[src/rtl/hazard_scoreboard_unit.sv]
// Pipeline hazard controller with a per-register load-latency scoreboard.
// It arbitrates dmem, redirect, load-use and icache hazards into latch enables and flushes.
module hazard_scoreboard_unit #(
    parameter int NREGS        = 32,
    parameter int REGW         = 5,
    parameter int LOAD_LAT     = 1,
    parameter int BRANCH_STAGE = 3,
    parameter int CNT_W        = 16
) (
    input  logic             CLK,
    input  logic             RST,
    input  logic             ihit,
    input  logic             dhit,
    input  logic             mem_req,
    input  logic             dec_valid,
    input  logic [REGW-1:0]  dec_rs,
    input  logic [REGW-1:0]  dec_rt,
    input  logic             dec_uses_rs,
    input  logic             dec_uses_rt,
    input  logic             dec_wr_en,
    input  logic [REGW-1:0]  dec_wr_addr,
    input  logic             dec_is_load,
    input  logic             redirect,
    output logic             pc_en,
    output logic [3:0]       stage_en,
    output logic [3:0]       stage_flush,
    output logic             hazard,
    output logic [CNT_W-1:0] stall_cnt,
    output logic [CNT_W-1:0] flush_cnt
);

    localparam int PW = $clog2(LOAD_LAT + 1);
    localparam logic [PW-1:0] LAT = PW'(LOAD_LAT);

    typedef enum logic [2:0] {
        C_DMEM,
        C_REDIRECT,
        C_LOAD_USE,
        C_ICACHE,
        C_NONE
    } hz_case_e;

    logic [PW-1:0] pend     [NREGS];
    logic [PW-1:0] pend_nxt [NREGS];
    hz_case_e      sel;
    logic          load_use;
    logic          advance;
    logic          issue_load;

    assign load_use = dec_valid &&
        ((dec_uses_rs && dec_rs != '0 && pend[dec_rs] != '0) ||
         (dec_uses_rt && dec_rt != '0 && pend[dec_rt] != '0));

    // NOTE: every signal written in always_comb gets a default first so no latch is inferred.
    always_comb begin
        sel = C_NONE;
        if (mem_req && !dhit) sel = C_DMEM;
        else if (redirect)    sel = C_REDIRECT;
        else if (load_use)    sel = C_LOAD_USE;
        else if (!ihit)       sel = C_ICACHE;
    end

    assign advance    = (sel != C_DMEM);
    assign issue_load = (sel == C_NONE) && dec_valid && dec_is_load &&
                        dec_wr_en && (dec_wr_addr != '0);

    always_comb begin
        pc_en       = 1'b1;
        stage_en    = 4'b1111;
        stage_flush = 4'b0000;
        hazard      = 1'b0;
        if (RST) begin
            stage_flush = 4'b1111;
        end else begin
            hazard = (sel != C_NONE);
            unique case (sel)
                C_DMEM: begin
                    pc_en    = 1'b0;
                    stage_en = 4'b0000;
                end
                C_REDIRECT: begin
                    stage_flush = (BRANCH_STAGE == 3) ? 4'b0111 : 4'b0011;
                end
                C_LOAD_USE, C_ICACHE: begin
                    pc_en       = 1'b0;
                    stage_en    = 4'b1110;
                    stage_flush = 4'b0010;
                end
                default: ;
            endcase
        end
    end

    // A redirect from memory squashes the load sitting in EX, whose entry still holds LAT.
    always_comb begin
        for (int r = 0; r < NREGS; r++) begin
            pend_nxt[r] = pend[r];
            if (advance) begin
                if (pend[r] != '0) pend_nxt[r] = pend[r] - 1'b1;
                if (sel == C_REDIRECT && BRANCH_STAGE == 3 && pend[r] == LAT)
                    pend_nxt[r] = '0;
            end
        end
        if (issue_load) pend_nxt[dec_wr_addr] = LAT;
        pend_nxt[0] = '0;
    end

    // NOTE: the scoreboard array is reset explicitly; stale pending loads must not survive RST.
    always_ff @(posedge CLK) begin
        if (RST) begin
            for (int r = 0; r < NREGS; r++) pend[r] <= '0;
        end else begin
            for (int r = 0; r < NREGS; r++) pend[r] <= pend_nxt[r];
        end
    end

    // NOTE: sequential state uses non-blocking assignments only.
    always_ff @(posedge CLK) begin
        if (RST) begin
            stall_cnt <= '0;
            flush_cnt <= '0;
        end else begin
            if (!pc_en && stall_cnt != '1) stall_cnt <= stall_cnt + 1'b1;
            if (sel == C_REDIRECT && flush_cnt != '1) flush_cnt <= flush_cnt + 1'b1;
        end
    end

endmodule

[config.mk]
export PLATFORM = sky130hd
export DESIGN_NAME = hazard_scoreboard_unit
export DESIGN_NICKNAME = d
export VERILOG_FILES = /design/src/rtl/hazard_scoreboard_unit.sv
export SDC_FILE = /design/constraint.sdc
export NUM_CORES = 1
export LEC_CHECK = 0
export BUFFER_PORTS_ARGS = -buffer_cell sky130_fd_sc_hd__buf_2
export CORE_UTILIZATION = 55
export CTS_BUF_LIST = sky130_fd_sc_hd__clkbuf_4 sky130_fd_sc_hd__clkbuf_8
export CTS_CLUSTER_SIZE = 16
export DETAILED_ROUTE_END_ITERATION = 16
export MAX_ROUTING_LAYER = met4
export PLACE_DENSITY = 0.8
export SLEW_MARGIN = 20
export SYNTH_ARGS = -nofsm -noshare
export SYNTH_HDL_FRONTEND = slang
export SYNTH_SLANG_ARGS = --single-unit
[constraint.sdc]
create_clock -name CLK -period 5.35 [get_ports CLK]
set_input_delay 1.07 -clock CLK [delete_from_list [all_inputs] [get_ports CLK]]
set_output_delay 1.07 -clock CLK [all_outputs]
set_load 0.01 [all_outputs]
==> results.yml <==
clocking:
  clock_path_buffers: 2
  cts_root_buf: "clkbuf_8"
  h-tree-depth: 3
  cts_tree: "yes"
  numCtsBuffers: 9
  cts_resized: 0
  insertion_delay_ns: 0.34
  cts.sinks: 64
  cts_setup_buffers: 0
  holdBufCountCts: 0
  cts.clk_slew.worst_paths_ns: 0.06
critical_path:
  end_kind: "primary output"
  critical_path_class: "primary input to primary output"
  r2r_slack_ns: 2.61
  worstPathRequired_ns: 4.28
  crit_path_start_kind: "primary input"
  crit_fanout: 11
  cp_data_arrival_time_ns: 3.41
timing:
  worstMarginPinSlew_ns: 0.8143
  max_freq_mhz: 223.4
  rsz0062_at_grt: "false"
  skew_ns: 0.01415
  period_share_pct: 83.68
  relSlewSlack_pct: 45.54
  tns_ns: 0
  hold_viol_final: 0
  drv_slew: 0
  finalCriticalPeriod_ns: 4.477
  finalSetupViolCount: 0
global_routing:
  grt_max_degree: 35
  grt_busiest_layer: "met2"
  grt_use_met1_pct: 35.47
  grt_pass1_wl_um: 13360
  first_global_vias: 2749
  grt_util_met3_pct: 5.056
  track_usage_pct: 27.79
  antenna_found_initial: 0
  use_met2_pct: 43.14
  grt-ovfl-total: 0
synthesis:
  synthCells: 370
  synth_flop_cell: "dfxtp_1"
  synth_top_area_share_pct: 37.52
  synthesis.area_um2: 3415
  ys_seq_area_share_pct: 37.52
  synth.most_common_cell: "dfxtp_1"
  synth.area.top_cells: "dfxtp_1 (38%), nand2_1 (4.6%), mux4_2 (4.0%), mux4_1 (3.8%), mux2i_1 (3.2%)"
  synthArstFlopShare_pct: 0
  yosysTopAreaCell: "dfxtp_1"
  synth_seq_cells: 64
  yosysWarnings: 0
  synthTopCellsByCount: "dfxtp_1 (64), nand2_1 (42), nor2_1 (23), nand3_1 (17), o21ai_0 (17)"
  syn_nets: 398
  avgSynthCellArea_um2: 9.228
  synth.distinct_cells: 63
  synth_edf_count: 0
place:
  dp_hpwl_um: 5976
  place_congestion: 0.9955
  portBuffers: 67
pwr:
  power-per-cell-area_nw_per_um2: 252.3
  leakage_nw: 1.609
  power.total_mw: 0.9883
  peakVddDrop_mv: 0.1737
die:
  die_h_um: 80.79
  die_x_um: 80.79
  dieArea_um2: 6527
  ioPinCount: 68
  rows: 28
  coreArea_um2: 5956
  initial_core_util_pct: 57.33
cells_and_area:
  multi_input_area_um2: 1958
  fillers: 487
  area_delta_synth_final_pct: 14.69
  diodes: 0
  nets: 455
  final_layout_size_suffix_gt1_share_pct: 25.06
  regArea_um2: 1281
run_status:
  status: "finished, final reports clean"
detailed_routing:
  drcViolationCount: 0
  first_pass_iters: 5
  antenna_left: 0
  viasPerCell: 6.158
  wl_um: 8242
  wl_per_cell_um: 16.29
  route.vias.total: 3116
  drt_iter0_drc: 223
flow_run:
  maxCapViolations: 0
worst_hold_path:
  hp-class: "flip-flop to flip-flop"
-- flip-flops by register name (all words and copies together) (netlist names) --
signal and cells:
flush_cnt 16, stall_cnt 16, pend 32
-- layout make-up --
type / instances / area share (%)
sequential: 64 / 32.72
inverter: 10 / 0.9585
tap: 75 / 2.396
clock inverter: 3 / 1.086
multi-input combinational: 273 / 50.00
timing repair buffer: 69 / 8.946
clock buffer: 12 / 3.898
-- per-stage QoR --
step | std cells | hold slack, ns | cell area (um^2) | setup slack, ns | util [%]
floorplan | 370 | 0.4316 | 3415 | 1.321 | -
global placement | 491 | 0.4561 | 3715 | 0.9263 | 62.37
detailed placement | 491 | 0.4631 | 3721 | 0.8930 | 62.48
CTS | 506 | 0.4751 | 3916 | 0.8803 | 65.76
global route | 506 | 0.4975 | 3916 | 0.7213 | 65.76
finish | 506 | 0.4742 | 3916 | 0.8730 | 65.76
-- logic make-up (layout without fill, tap and decap cells) --
| logic type | Yosys count | after routing | synth area share, % |
|---|---|---|---|
| flip-flops | 64 | 64 | 37.52 |
| XOR/XNOR | 12 | 12 | 3.078 |
| buffers and inverters | 33 | 94 | 5.533 |
| other | 1 | 1 | 0.1098 |
| adder cells (fa/ha/maj) | 2 | 2 | 0.7328 |
| AND/OR/NAND/NOR | 154 | 154 | 24.70 |
| AO/OA/AOI/OAI | 78 | 78 | 15.76 |
| multiplexers | 26 | 26 | 12.57 |
-- path summary, 6_finish.rpt --
| path | startpoint | endpoint | depth (start not counted) |
|---|---|---|---|
| max | dec_rs[0] | stage_flush[1] | 9 |
| min | pend[12]$_SDFF_PP0_ | pend[12]$_SDFF_PP0_ | 2 |
| max reg2reg | pend[25]$_SDFF_PP0_ | stall_cnt[1]$_SDFFE_PP0P_ | 8 |
| min reg2reg | pend[12]$_SDFF_PP0_ | pend[12]$_SDFF_PP0_ | 2 |
-- worst max-delay path, stage by stage --
cell      delay (ns)
buf_2           0.27
mux4_1          0.60
mux2_4          0.29
a221oi_2        0.29
nor3_2          0.11
a21oi_2         0.29
nor3_1          0.08
or2_2           0.27
buf_2           0.14
-- layer usage --
metal / vias to the layer above / part of all wire, %
li1: 1502 / -
met1: 1508 / 45
met2: 91 / 47
met3: 15 / 5.7
met4: 0 / 2.2
met5: - / 0
-- placed cells by master, fill, tap and decap left out, drive strengths merged, types with 4 or more instances in the layout --
master,n
nand4,10
o311ai,7
buf,69
mux4,11
or4,10
nand3b,5
dfxtp,64
or3,9
o31ai,7
and4,4
mux2,4
clkbuf,12
mux2i,11
or3b,4
a21oi,13
nor2,24
o21ai,28
xor2,9
nand2,42
a22o,7
nor3,6
nand3,17
inv,10
nor2b,6
-- power by group --
group | switching, mW | leakage [nW] | internal [mW] | total, mW
sequential | 0.00371 | 0.516 | 0.480 | 0.483
clock | 0.183 | 0.0993 | 0.235 | 0.418
combinational | 0.0534 | 0.993 | 0.0332 | 0.0866
(Power assumes the default switching activity.)
